### src/rtl/io_pkg.sv
// Shared constants, status record and status helpers for the KEY/SW input device.
package io_pkg;

    localparam int KEY_BITS = 4;
    localparam int SW_BITS  = 10;

    localparam logic [31:0] ADDR_KDATA = 32'hFFFFF080;
    localparam logic [31:0] ADDR_KCTRL = 32'hFFFFF084;
    localparam logic [31:0] ADDR_SDATA = 32'hFFFFF090;
    localparam logic [31:0] ADDR_SCTRL = 32'hFFFFF094;

    localparam int CTRL_READY   = 0;
    localparam int CTRL_OVERRUN = 2;
    localparam int CTRL_IE      = 8;

    typedef struct packed {
        logic ie;
        logic overrun;
        logic ready;
    } status_t;

    // A fresh commit always wins: it sets READY and, if the previous value was never read, OVERRUN.
    function automatic status_t nextStatus(input status_t cur, input logic commit,
                                           input logic dataRead, input logic ctrlWrite,
                                           input logic clrOverrun, input logic ieEn,
                                           input logic ieVal);
        status_t nxt;
        nxt = cur;
        if (ctrlWrite && clrOverrun)
            nxt.overrun = 1'b0;
        if (ctrlWrite && ieEn)
            nxt.ie = ieVal;
        if (commit) begin
            nxt.ready = 1'b1;
            if (cur.ready && !dataRead)
                nxt.overrun = 1'b1;
        end else if (dataRead) begin
            nxt.ready = 1'b0;
        end
        return nxt;
    endfunction

    function automatic logic [31:0] statusWord(input status_t s);
        logic [31:0] w;
        w               = '0;
        w[CTRL_READY]   = s.ready;
        w[CTRL_OVERRUN] = s.overrun;
        w[CTRL_IE]      = s.ie;
        return w;
    endfunction

endpackage

### src/rtl/io_debounce.sv
// Two-flop synchroniser plus stability counter; flags a commit when a stable value differs from the current one.
// CYCLES of 1 bypasses the counter so the synchronised value commits directly.
module io_debounce #(
    parameter int                WIDTH     = 10,
    parameter int                CYCLES    = 1,
    parameter logic [WIDTH-1:0]  RESET_VAL = '0
) (
    input  logic             clk,
    input  logic             reset,
    input  logic [WIDTH-1:0] i_raw,
    input  logic [WIDTH-1:0] i_current,
    output logic [WIDTH-1:0] o_value,
    output logic             o_commit
);

    logic [WIDTH-1:0] r_sync1;
    logic [WIDTH-1:0] r_sync2;

    always_ff @(posedge clk or posedge reset) begin
        if (reset) begin
            r_sync1 <= RESET_VAL;
            r_sync2 <= RESET_VAL;
        end else begin
            r_sync1 <= i_raw;
            r_sync2 <= r_sync1;
        end
    end

    generate
        if (CYCLES <= 1) begin : g_bypass
            assign o_value  = r_sync2;
            assign o_commit = (r_sync2 != i_current);
        end else begin : g_count
            localparam int              CW   = $clog2(CYCLES);
            localparam logic [CW-1:0]   LAST = CW'(CYCLES - 1);

            logic [WIDTH-1:0] r_cand;
            logic [CW-1:0]    r_cnt;

            // Any disagreement restarts the window; the count saturates once the window is full.
            always_ff @(posedge clk or posedge reset) begin
                if (reset) begin
                    r_cand <= RESET_VAL;
                    r_cnt  <= '0;
                end else if (r_sync2 != r_cand) begin
                    r_cand <= r_sync2;
                    r_cnt  <= '0;
                end else if (r_cnt != LAST) begin
                    r_cnt <= r_cnt + 1'b1;
                end
            end

            assign o_value  = r_cand;
            assign o_commit = (r_cnt == LAST) && (r_cand != i_current);
        end
    endgenerate

endmodule

### src/rtl/io_keysw_ctrl.sv
// Memory-mapped KEY/SW input device read by the MEM stage: synchronised keys, debounced switches, READY/OVERRUN status.
// Define IO_IRQ_EN to add the per-channel IE bits and the registered irq output.
module io_keysw_ctrl
    import io_pkg::*;
#(
    parameter int               DBITS           = 32,
    parameter int               KEYBITS         = KEY_BITS,
    parameter int               SWBITS          = SW_BITS,
    parameter int               DEBOUNCE_CYCLES = 100000,
    parameter logic [DBITS-1:0] ADDRKDATA       = ADDR_KDATA,
    parameter logic [DBITS-1:0] ADDRKCTRL       = ADDR_KCTRL,
    parameter logic [DBITS-1:0] ADDRSDATA       = ADDR_SDATA,
    parameter logic [DBITS-1:0] ADDRSCTRL       = ADDR_SCTRL
) (
    input  logic               clk,
    input  logic               reset,
    input  logic [KEYBITS-1:0] KEY,
    input  logic [SWBITS-1:0]  SW,
    input  logic [DBITS-1:0]   abus,
    input  logic               re,
    input  logic               we,
    input  logic [DBITS-1:0]   wdata,
    output logic [DBITS-1:0]   rdata,
    output logic               hit
`ifdef IO_IRQ_EN
    ,
    output logic               irq
`endif
);

    logic [KEYBITS-1:0] r_kdata;
    logic [SWBITS-1:0]  r_sdata;
    status_t            r_kStat;
    status_t            r_sStat;

    logic [KEYBITS-1:0] w_keySync;
    logic [KEYBITS-1:0] w_kval;
    logic [SWBITS-1:0]  w_swCand;
    logic               w_kCommit;
    logic               w_sCommit;
    logic               w_selKData;
    logic               w_selKCtrl;
    logic               w_selSData;
    logic               w_selSCtrl;
    logic               w_kDataRead;
    logic               w_sDataRead;
    logic               w_kCtrlWrite;
    logic               w_sCtrlWrite;
    logic               w_ieEn;
    logic               w_unusedBits;

    // Keys are active-low, so the synchroniser idles at all-ones and compares against the inverted data.
    io_debounce #(
        .WIDTH     (KEYBITS),
        .CYCLES    (1),
        .RESET_VAL ({KEYBITS{1'b1}})
    ) u_keyDebounce (
        .clk       (clk),
        .reset     (reset),
        .i_raw     (KEY),
        .i_current (~r_kdata),
        .o_value   (w_keySync),
        .o_commit  (w_kCommit)
    );

    assign w_kval = ~w_keySync;

    io_debounce #(
        .WIDTH     (SWBITS),
        .CYCLES    (DEBOUNCE_CYCLES),
        .RESET_VAL ('0)
    ) u_swDebounce (
        .clk       (clk),
        .reset     (reset),
        .i_raw     (SW),
        .i_current (r_sdata),
        .o_value   (w_swCand),
        .o_commit  (w_sCommit)
    );

    assign w_selKData = (abus == ADDRKDATA);
    assign w_selKCtrl = (abus == ADDRKCTRL);
    assign w_selSData = (abus == ADDRSDATA);
    assign w_selSCtrl = (abus == ADDRSCTRL);
    assign hit        = w_selKData | w_selKCtrl | w_selSData | w_selSCtrl;

    // A simultaneous read and write strobe behaves as a write only.
    assign w_kDataRead  = re && !we && w_selKData;
    assign w_sDataRead  = re && !we && w_selSData;
    assign w_kCtrlWrite = we && w_selKCtrl;
    assign w_sCtrlWrite = we && w_selSCtrl;

`ifdef IO_IRQ_EN
    assign w_ieEn = 1'b1;
`else
    assign w_ieEn = 1'b0;
`endif

    assign w_unusedBits = ^{wdata[DBITS-1:CTRL_IE+1], wdata[CTRL_IE-1:CTRL_OVERRUN+1],
                            wdata[CTRL_OVERRUN-1:0]};

    always_ff @(posedge clk or posedge reset) begin
        if (reset) begin
            r_kdata <= '0;
            r_sdata <= '0;
            r_kStat <= '0;
            r_sStat <= '0;
        end else begin
            if (w_kCommit)
                r_kdata <= w_kval;
            if (w_sCommit)
                r_sdata <= w_swCand;
            r_kStat <= nextStatus(r_kStat, w_kCommit, w_kDataRead, w_kCtrlWrite,
                                  !wdata[CTRL_OVERRUN], w_ieEn, wdata[CTRL_IE]);
            r_sStat <= nextStatus(r_sStat, w_sCommit, w_sDataRead, w_sCtrlWrite,
                                  !wdata[CTRL_OVERRUN], w_ieEn, wdata[CTRL_IE]);
        end
    end

`ifdef IO_IRQ_EN
    logic r_irq;

    always_ff @(posedge clk or posedge reset) begin
        if (reset)
            r_irq <= 1'b0;
        else
            r_irq <= (r_kStat.ready & r_kStat.ie) | (r_sStat.ready & r_sStat.ie);
    end

    assign irq = r_irq;
`endif

    always_comb begin
        rdata = '0;
        if (w_selKData)
            rdata = DBITS'(r_kdata);
        else if (w_selKCtrl)
            rdata = DBITS'(statusWord(r_kStat));
        else if (w_selSData)
            rdata = DBITS'(r_sdata);
        else if (w_selSCtrl)
            rdata = DBITS'(statusWord(r_sStat));
    end

endmodule
### config.mk
export PLATFORM = sky130hd
export DESIGN_NAME = io_keysw_ctrl
export DESIGN_NICKNAME = d
export VERILOG_FILES = /design/src/rtl/io_pkg.sv /design/src/rtl/io_debounce.sv /design/src/rtl/io_keysw_ctrl.sv
export SDC_FILE = /design/constraint.sdc
export NUM_CORES = 1
export LEC_CHECK = 0
export ABC_AREA = 1
export CAP_MARGIN = 5
export CELL_PAD_IN_SITES_DETAIL_PLACEMENT = 0
export CELL_PAD_IN_SITES_GLOBAL_PLACEMENT = 1
export CORE_AREA = 2 2 90 126
export DETAILED_ROUTE_END_ITERATION = 16
export DIE_AREA = 0 0 92 128
export PLACE_DENSITY_LB_ADDON = 0.12
export REMOVE_ABC_BUFFERS = 1
export SETUP_SLACK_MARGIN = 0.02
export SYNTH_ARGS = -nofsm -noshare
export SYNTH_HDL_FRONTEND = slang
export SYNTH_HIERARCHICAL = 1
export SYNTH_SLANG_ARGS = --single-unit
### constraint.sdc
create_clock -name clk -period 2.95 [get_ports clk]
set_clock_uncertainty 0.2 [all_clocks]
set_input_delay 0.295 -clock clk [delete_from_list [all_inputs] [get_ports clk]]
set_output_delay 0.295 -clock clk [all_outputs]
set_load 0.01 [all_outputs]
==> metrics.md, run 1 <==
| Metric | Value |
|---|---|
| Final Hold Viols | 0 |
| Kind of cell adding the most delay to the critical path | buffers and inverters |
| Skew-Pair Late Insertion Delay | about 0.33 ns |
| Post_cts resized | 0 |
| DRT iter0 DRCs | 86 |
| Port Buf Inserts | between 60 and 70 |
| Antenna Cells | 0 |
| Share of layout cells above drive strength 1 | 0.100 |
| Endpoints failing setup | 0 |
| Main area contributors after synthesis | dfrtp_1 (44%), nand2_1 (13%), inv_1 (8.4%) |
| Simple-Gate Fraction of Synth Area | 0.295 |
| Worst R2R Start | u_swDebounce/g_count.r_cnt[1] |
| Post-synth EDFFs | 0 |
| Total global routing overflow | 0 |
| Cell taking the most area after synthesis | dfrtp_1 |
| Post-Synth XOR/XNOR Area | 0.0164 |
| CTS tree | built |
| I/O pin count | 115 |
| Initial antenna violation count | 0 |
| Die Y | 128 µm |
| YS warnings | 6 |
| Largest net degree at the start of global routing | 48 |
| Final nets | 627 |
| Net Sw Power | about 0.0005 W |
| Syn Inst Count | 483 |
| Postcts setup bufs | 0 |
| Unrepaired setup endpoints after global routing | no |
| Vias in the first global route | about 2900 |
| Drt wl/cell | 11.0 µm |
| Tmin final | 2.71 ns |
| Gate power share | 0.071 |
| Root buf cell | clkbuf_16 |
| Row count | 45 |
| Setup crit end kind | primary output |
| Maximum VDD drop | roughly 420 µV |
| Internal reg-to-reg setup slack | 0.98 ns |
| Global-route wire length before repair | 12900 µm |
| Worst path slowest cell | clkdlybuf4s50_1 |
| RePlAce Congestion | just over 0.8 |
| CP Cell Sequence | clkdlybuf4s50_1 > nand2_1 > nor2_1 > nand2_1 > nor2_4 > buf_4 > nand3_1 > nand2_1 > inv_1 > nand3_1 > clkdlybuf4s50_1 |
| # DRC | 0 |
| Half-perimeter wire length after placement | between 5000 and 6000 µm |
| Mean area per synthesized cell | 7.73 µm² |
| Slew Viols, Final | 0 |
| Leakage Power | 2.21 nW |
| Worst hold-check path type | flop to flop |
| Area growth syn-to-layout | 26.4% |
| Complex-gate fraction of the synthesized area | 0.0429 |
| Final Cycle Share | 0.919 |
| Die area | between 10000 and 15000 µm² |
| Max frequency | 369 MHz |
| H-tree levels | 3 |
| Largest stage delay, worst path | about 0.53 ns |
| Worst EP arrival | 2.22 ns |
| Largest family of logic cells by synthesized area | simple AND/OR/NAND/NOR gates |
| DRT Pass-1 Iters | 5 |
| Initial Utilization | 0.349 |
| CTS Hold Bufs | 0 |
| RR Endpoint | r_sdata[2] |
| Mux cell area share after synthesis | 0 |
| Reg2reg path depth | 11 |
| Critical Path RT | ~2.5 ns |
| Max-Slew Margin vs Limit | 0.503 |
| Routed Antenna Nets | 0 |
| CP Class | primary input to primary output |
| Outcome | finished clean |
| Cell Count Post-Placement | between 600 and 700 |
| Syn Std Cell Area | around 3700 µm² |
| Worst Setup EP | rdata[2] |
| Yosys cell types | 32 |
| Yosys reg bits | 73 |
| Post-Layout Cell Count | roughly 700 |
| Stages on worst setup path | 11 |
| Top FF cell, synth | dfrtp_1 |
| Startpoint types | primary input |
| Switching share of power | 0.209 |
| Via count | ~2900 |
| Internal power | 0.00189 W |
| Most frequent CP cell | nand2_1 |
| Area share of fa/ha/maj cells after synthesis | 0.00335 |
| Post-DR vias/cell | about 4.2 |
| WP buf/inv | 4 |
| Die W | 92 µm |
| Final WL | 7560 µm |
| Clock Power Share | 0.484 |
| CTS buffer count | 9 |
| Register Area | about 1800 µm² |
| Setup TNS | 0 ns |
| Critical path origin | abus[21] |
| Clk slew on worst S/H paths | 0.05 ns |
| Bufs on Longest Clock Path | 2 |
| Critical Path Fanout Max | 8 |
| Synth async-reset ratio | 1.00 |
| Sequential Power Share | 0.444 |
| Multi-input gate area | between 1000 and 1500 µm² |
| Register area share after synthesis | 0.492 |
| Clock sinks | 73 |
| Top-count cell post-synth | nand2_1 |
| Fill count | 1114 |
| Top-area cell type share of the netlist area | 0.436 |
| Post-synth top cells | nand2_1 (132), inv_1 (84), dfrtp_1 (65) |
| Tightest Pin Transition | around 0.75 ns |
| All-Layer GR Usage | 0.139 |
| PwrDens | just over 500 nW/µm² |
| Core area | approximately 11000 µm² |
| Max-cap viol count | 0 |
-- routing by layer --
| layer | share of wire | global-route usage |
|---|---|---|
| met1 | 0.43 | 0.162 |
| met2 | 0.50 | 0.244 |
| met3 | 0.047 | 0.0341 |
| met4 | 0.016 | 0.0553 |
| met5 | 0 | 0 |
-- sequential cells by signal, summed over array words and instances, names as in the netlist, 4 cells and up --
name,count
u_keyDebounce/r_sync1,4
r_kdata,4
u_swDebounce/r_sync2,10
r_sdata,10
u_swDebounce/r_sync1,10
u_keyDebounce/o_value,4
u_swDebounce/o_value,10
u_swDebounce/g_count.r_cnt,17
-- final cells by class --
class | count | area share
inverter | 86 | 0.0684
clock buffer | 12 | 0.0523
tap | 141 | 0.0374
timing repair buffer | 65 | 0.136
multi-input combinational | 309 | 0.301
clock inverter | 4 | 0.0162
sequential | 73 | 0.389
-- worst min path at each step --
stage	start	to	slack (ns)	depth (start not counted)
after floorplan	reset	r_kStat[0]	0.03	1
after global placement	u_swDebounce/r_sync1[2]	u_swDebounce/r_sync2[2]	0.13	0
after detailed placement	u_swDebounce/r_sync1[2]	u_swDebounce/r_sync2[2]	0.14	0
after CTS	u_swDebounce/r_sync1[2]	u_swDebounce/r_sync2[2]	0.15	0
after global routing	u_swDebounce/r_sync1[3]	u_swDebounce/r_sync2[3]	0.15	0
final	u_swDebounce/r_sync1[2]	u_swDebounce/r_sync2[2]	0.15	0
-- logic make-up after synthesis --
group	Yosys count
AO/OA/AOI/OAI	29
flip-flops	73
adder cells (fa/ha/maj)	1
XOR/XNOR	7
AND/OR/NAND/NOR	250
other	1
buffers and inverters	122
-- cell usage in the layout (no fill, tap or decap), types with 2 or more instances in the layout --
master and n:
xor2_1 3, nand3_2 3, nand2_2 5, o21ai_1 2, dfrtp_1 65, inv_1 83, nand4_1 5, nor2_4 6
nor3_1 5, bufinv_16 2, a21oi_1 2, inv_2 3, nand3_1 24, nor2_2 9, nor2_1 57, o21bai_1 2
dfstp_2 8, buf_4 4, nand2_1 132, o21ai_2 2, xnor2_1 4, conb_1 22, clkbuf_16 9, clkbuf_1 2
clkdlybuf4s50_1 61, o21ai_0 19
-- power by group through the flow --
stage | Sequential [W] | Clock [W] | Combinational [W]
floorplan | 0.00107 | 0 | 0.0000876
global placement | 0.00108 | 0 | 0.000170
detailed placement | 0.00108 | 0 | 0.000173
CTS | 0.00106 | 0.00120 | 0.000174
global route | 0.00107 | 0.00124 | 0.000196
finish | 0.00106 | 0.00116 | 0.000171
-- metrics by stage --
step	instance area [µm²]	hold slack [ns]	utilization	total power (W)	worst slack, ns
floorplan	3580	0.0336	-	0.00116	0.782
global placement	4390	0.132	0.411	0.00125	0.220
detailed placement	4390	0.136	0.411	0.00125	0.191
CTS	4720	0.149	0.441	0.00243	0.189
global route	4720	0.154	0.441	0.00251	0.0601
finish	4720	0.147	0.441	0.00239	0.240
Note: power is estimated with default switching activity, not from simulation.
==> run 2: changes to the inputs <==
--- a/config.mk
+++ b/config.mk
@@ -9,10 +9,11 @@
 export CAP_MARGIN = 5
 export CELL_PAD_IN_SITES_DETAIL_PLACEMENT = 0
 export CELL_PAD_IN_SITES_GLOBAL_PLACEMENT = 1
-export CORE_AREA = 2 2 90 126
+export CORE_AREA = 2 2 98 137
 export DETAILED_ROUTE_END_ITERATION = 16
-export DIE_AREA = 0 0 92 128
+export DIE_AREA = 0 0 100 139
 export PLACE_DENSITY_LB_ADDON = 0.12
+export RECOVER_POWER = 25
 export REMOVE_ABC_BUFFERS = 1
 export SETUP_SLACK_MARGIN = 0.02
 export SYNTH_ARGS = -nofsm -noshare
==> constraint.sdc (replaced) <==
create_clock -name clk -period 2.6 [get_ports clk]
set_clock_uncertainty 0.2 [all_clocks]
set_input_delay 0.26 -clock clk [delete_from_list [all_inputs] [get_ports clk]]
set_output_delay 0.26 -clock clk [all_outputs]
set_load 0.01 [all_outputs]
==> metrics.md, run 2 (same netlist as run 1, synthesis figures left out) <==
| Metric | Value |
|---|---|
| Post-Place Cell Area | 4470 µm² (+1.7%) |
| Maximum VDD drop | 416 µV (-1.3%) |
| Half-perimeter wire length after placement | 6150 µm (+5.7%) |
| Fill count | 1356 (+22%) |
| All-Layer GR Usage | 0.125 (-0.0137) |
| I/O pin count | 115 (unchanged) |
| Vias in the first global route | 2927 (+2.3%) |
| Port Buf Inserts | 61 (unchanged) |
| Endpoints failing setup | 0 (unchanged) |
| Unrepaired setup endpoints after global routing | no |
| Final std cell area, no fill | 4880 µm² (+3.4%) |
| Outcome | finished clean |
| Setup TNS | 0 ns (unchanged) |
| Leakage Power | 2.40 nW (+8.6%) |
| H-tree levels | 3 (unchanged) |
| Clk slew on worst S/H paths | 0.06 ns (about the same) |
| Bufs on Longest Clock Path | 2 (unchanged) |
| Tmin final | between 2 and 2.5 ns |
| RePlAce Congestion | 0.804 (-0.37%) |
| Root buf cell | clkbuf_16 |
| Startpoint types | primary input |
| Tightest Pin Transition | 0.721 ns (-0.0240 ns) |
| Final Hold Viols | 0 (unchanged) |
| Initial Utilization | 0.293 (-0.0562) |
| Final core occ | 0.382 (-0.0585) |
| DRT Pass-1 Iters | 4 (-1) |
| Die Y | 139 µm (+8.6%) |
| Drt wl/cell | 11.3 µm (+3.5%) |
| CTS buffer count | 9 (unchanged) |
| Post-DR vias/cell | 4.12 (-2.3%) |
| Core area | 12800 µm² (+19%) |
| Worst EP arrival | 1.96 ns (-0.26 ns) |
| Via count | 2945 (+1.2%) |
| Final Cycle Share | 0.931 |
| Largest net degree at the start of global routing | 48 (unchanged) |
| Max-cap viol count | 0 (unchanged) |
| Routed Antenna Nets | 0 (unchanged) |
| Total global routing overflow | 0 (unchanged) |
| Max-Slew Margin vs Limit | 0.519 (+0.0160) |
| Critical Path Fanout Max | 5 (-3) |
| CTS tree | built |
| Row count | 49 (+8.9%) |
| Top reg by flops | u_swDebounce/g_count.r_cnt |
| CP Class | primary input to primary output |
| Setup crit end kind | primary output |
| DRT iter0 DRCs | 119 (+38%) |
| Share of layout cells above drive strength 1 | 0.133 (+0.0333) |
| Die area | 13900 µm² (+18%) |
| Die W | 100 µm (+8.7%) |
| Most frequent cells in the layout | nand2_1 (130), inv_1 (83), dfrtp_1 (65) |
| Area growth syn-to-layout | 30.7% |
| Clock sinks | 73 (unchanged) |
| Setup WS pre-CTS | -0.0795 ns (-0.271 ns) |
| Skew-Pair Late Insertion Delay | 0.33 ns (about the same) |
| Worst hold slack | 0.146 ns (-0.000989 ns) |
| Max reg flops | 17 (unchanged) |
| Global-route wire length before repair | 13600 µm (+5.6%) |
| Worst hold-check path type | flop to flop |
| Antenna Cells | 0 (unchanged) |
| Initial antenna violation count | 0 (unchanged) |
| PwrDens | 579 nW/µm² (+14%) |
| # DRC | 0 (unchanged) |
| Slew Viols, Final | 0 (unchanged) |
| Max frequency | 413 MHz |
| Critical Path RT | 2.14 ns (-0.32 ns) |
| Commonest non-fill, non-tap cell in the layout | nand2_1 |
| Final nets | 640 (+2.1%) |
| Setup WS post-layout | 0.179 ns (-0.0605 ns) |
| Final WL | 8110 µm (+7.2%) |
## run 2: final cells by class
type | count | area (µm²) | area share
Clock buffer | 11 | 243 | 0.0498
Clock inverter | 5 | 104 | 0.0213
Inverter | 86 | 323 | 0.0662
Multi-Input combinational cell | 310 | 1450 | 0.297
Sequential cell | 73 | 1840 | 0.377
Tap cell | 153 | 191 | 0.0393
Timing Repair Buffer | 77 | 731 | 0.150
## run 2: path summary, 6_finish.rpt
check / startpoint / slack [ns] / to / cells past startpoint
worst max-delay path: abus[17] / 0.18 / rdata[1] / 11
worst min-delay path: u_swDebounce/r_sync1[3] / 0.15 / u_swDebounce/r_sync2[3] / 0
worst max register to register: u_swDebounce/g_count.r_cnt[1] / 0.59 / r_sdata[2] / 11
worst min register to register: u_swDebounce/r_sync1[3] / 0.15 / u_swDebounce/r_sync2[3] / 0
max in group asynchronous: reset / 1.38 / r_sdata[9] / 2
min in group asynchronous: reset / 0.36 / r_kdata[3] / 2
## run 2: layer usage
layer / track usage / vias up / share of wire
li1: - / 1545 / -
met1: 0.146 / 1335 / 0.43
met2: 0.211 / 54 / 0.50
met3: 0.0408 / 11 / 0.049
met4: 0.0490 / 0 / 0.021
met5: 0 / - / 0
## run 2: power by group
part           switching (W)  internal (W)
combinational      0.0000981     0.0000953
clock               0.000461      0.000963
sequential         0.0000263       0.00118
## run 2: what timing repair did
action	in CTS	in global routing
buffers inserted	2	2
hold buffers	0	0
cloned	1	0
pin swaps	1	1
resized for setup	13	8
setup endpoints to repair	11	7
endpoints found under the hold margin	0	0
## run 2: stage by stage
stage | cells | power, W
floorplan | 468 | 0.00132
global placement | 694 | 0.00142
detailed placement | 694 | 0.00143
CTS | 713 | 0.00288
global route | 715 | 0.00296
finish | 715 | 0.00282
## run 2: critical path, cell delays in order
cell and delay [ns]:
clkdlybuf4s50_1 0.45, nand2_1 0.05, nor2_1 0.13, nand2_2 0.10, nor2_4 0.21, buf_4 0.15, nand2_2 0.07, nor2_4 0.13
nand2_1 0.08, o21ai_2 0.06, clkdlybuf4s15_1 0.26
==> run 3: changes to the inputs <==
--- a/config.mk
+++ b/config.mk
@@ -13,7 +13,6 @@
 export DETAILED_ROUTE_END_ITERATION = 16
 export DIE_AREA = 0 0 100 139
 export PLACE_DENSITY_LB_ADDON = 0.12
-export RECOVER_POWER = 25
 export REMOVE_ABC_BUFFERS = 1
 export SETUP_SLACK_MARGIN = 0.02
 export SYNTH_ARGS = -nofsm -noshare
==> metrics.md, run 3 (same netlist as run 1, synthesis figures left out) <==
| Metric | Value |
|---|---|
| Max-cap viol count | 0 (unchanged) |
| Port Buf Inserts | 61 (unchanged) |
| Hold_sp | KEY[0] |
| Setup WS post-layout | 0.179 ns (unchanged) |
| Critical Path RT | 2.14 ns (about the same) |
| CTS buffer count | 9 (unchanged) |
| Register Area | 1840 µm² (unchanged) |
| DRT iter0 DRCs | 119 (unchanged) |
| Worst EP arrival | 1.96 ns (about the same) |
| Die Y | 139 µm (unchanged) |
| Max reg flops | 17 (unchanged) |
| Final WL | 8110 µm (about the same) |
| Slew Viols, Final | 0 (unchanged) |
| Area growth syn-to-layout | 30.7% (unchanged) |
| Final nets | 640 (unchanged) |
| Final std cell area, no fill | 4880 µm² (unchanged) |
| Initial Utilization | 0.293 (unchanged) |
| Critical Path Fanout Max | 5 (unchanged) |
| Vias in the first global route | 2927 (unchanged) |
| CTS tree | built |
| Final Cycle Share | 0.931 (unchanged) |
| Row count | 49 (unchanged) |
| Fill count | 1356 (unchanged) |
| Initial antenna violation count | 0 (unchanged) |
| Top reg by flops | u_swDebounce/g_count.r_cnt |
| Drt wl/cell | 11.3 µm (about the same) |
| Final Hold Viols | 0 (unchanged) |
| GR peak layer | met2 |
| GRT met1 Usage | 0.146 (unchanged) |
| Unrepaired setup endpoints after global routing | no |
| Max-Slew Margin vs Limit | 0.519 (about the same) |
| Setup WS pre-CTS | -0.0795 ns (unchanged) |
| Die W | 100 µm (unchanged) |
| Half-perimeter wire length after placement | 6150 µm (unchanged) |
| Largest net degree at the start of global routing | 48 (unchanged) |
| Antenna Cells | 0 (unchanged) |
| Post-DR vias/cell | 4.12 (unchanged) |
| Worst path slowest cell | clkdlybuf4s50_1 |
| RePlAce Congestion | 0.804 (unchanged) |
| Global Route met3 Usage | 0.0408 (unchanged) |
| Bufs on Longest Clock Path | 2 (unchanged) |
| Tmin final | 2.42 ns (unchanged) |
| Internal reg-to-reg setup slack | 0.59 ns (about the same) |
| Share of layout cells above drive strength 1 | 0.133 (unchanged) |
| Endpoints failing setup | 0 (unchanged) |
| PwrDens | 580 nW/µm² (+0.16%) |
| Die area | 13900 µm² (unchanged) |
| Most frequent cells in the layout | nand2_1 (130), inv_1 (83), dfrtp_1 (65) |
| Core area | 12800 µm² (unchanged) |
| Total global routing overflow | 0 (unchanged) |
| Cell Count Post-Placement | 694 (unchanged) |
| Max frequency | 413 MHz (unchanged) |
| Clk slew on worst S/H paths | 0.06 ns (about the same) |
| DRT Pass-1 Iters | 4 (unchanged) |
| H-tree levels | 3 (unchanged) |
| Post-Layout Cell Count | 715 (unchanged) |
| CP Class | primary input to primary output |
| Maximum VDD drop | 417 µV (+0.32%) |
| Setup crit end kind | primary output |
| Skew-Pair Late Insertion Delay | 0.33 ns (about the same) |
| Post-Place Cell Area | 4470 µm² (unchanged) |
| # DRC | 0 (unchanged) |
| I/O pin count | 115 (unchanged) |
| Clock sinks | 73 (unchanged) |
| Startpoint types | primary input |
| Worst R2R Start | u_swDebounce/g_count.r_cnt[1] |
| CP Cell Sequence | clkdlybuf4s50_1 > nand2_1 > nor2_1 > nand2_2 > nor2_4 > buf_4 > nand2_2 > nor2_4 > nand2_1 > o21ai_2 > clkdlybuf4s15_1 |
| Multi-input gate area | 1450 µm² (unchanged) |
| Critical path origin | abus[17] |
| Worst hold-check path type | primary input to flop |
| All-Layer GR Usage | 0.125 (unchanged) |
| Root buf cell | clkbuf_16 |
| Global-route wire length before repair | 13600 µm (unchanged) |
| Largest stage delay, worst path | 0.45 ns (about the same) |
| Outcome | finished clean |
| Routed Antenna Nets | 0 (unchanged) |
| Tightest Pin Transition | 0.721 ns (-0.000145 ns) |
| Met2 Usage GRT | 0.211 (unchanged) |
| Via count | 2945 (unchanged) |
| Leakage Power | 2.39 nW (-0.17%) |
| Commonest non-fill, non-tap cell in the layout | nand2_1 |
| Setup TNS | 0 ns (unchanged) |
==> run 3: cell types whose count changed in the layout (fill, tap and decap cells not counted), sizes merged <==
cell,change
clkdlybuf4s50,+15
dlygate4sd3,-15
==> run 3: through the flow <==
stage                     utilization  total power, W  hold WS (ns)
after global placement          0.350         0.00142         0.131
after CTS                       0.380         0.00288         0.116
after global routing            0.382         0.00297         0.125
after detailed placement        0.350         0.00143         0.135
final                           0.382         0.00283         0.134
after floorplan                     -         0.00132      -0.00143
==> run 3: path summary, 6_finish.rpt <==
path                                                  to  cells past startpoint
worst max-delay path                            rdata[1]                     11
worst min-delay path            u_keyDebounce/r_sync1[0]                      1
worst max register to register                r_sdata[2]                     11
worst min register to register   u_swDebounce/r_sync2[3]                      0
max in group asynchronous                     r_sdata[9]                      2
min in group asynchronous                     r_kdata[3]                      2
==> run 3: critical path, delay by kind of cell <==
kind | cells | cell delay, ns
and+or+nand+nor | 7 | 0.77
AOI/OAI and AO/OA | 1 | 0.06
buffers and inverters | 3 | 0.86
==> run 3: layout make-up <==
type / count / share of cell area
clock buffers: 11 / 0.0498
clock inverters: 5 / 0.0213
inverters: 86 / 0.0662
multi-input cells: 310 / 0.297
flip-flops and latches: 73 / 0.377
well taps: 153 / 0.0393
repair buffers: 77 / 0.150
==> run 3: per-layer routing <==
metal / routed length (µm) / share of wire / up-vias
li1: - / - / 1545
met1: 3470 / 0.43 / 1335
met2: 4080 / 0.50 / 54
met3: 395 / 0.049 / 11
met4: 172 / 0.021 / 0
met5: 0 / 0 / -
==> run 3: what timing repair did <==
action                                  4_1_cts  5_1_grt
pin swaps                                     1        1
endpoints found under the setup margin       11        7
gates resized for setup                      13        8
hold buffers                                  0        0
cloned                                        1        0
buffers inserted                              2        2
==> run 3: report_power, final <==
| group | internal, W | switching (W) | leakage, nW |
|---|---|---|---|
| clock | 0.000963 | 0.000461 | 0.170 |
| combinational | 0.0000997 | 0.0000981 | 1.33 |
| sequential | 0.00118 | 0.0000263 | 0.898 |
| total | 0.00224 | 0.000585 | 2.39 |
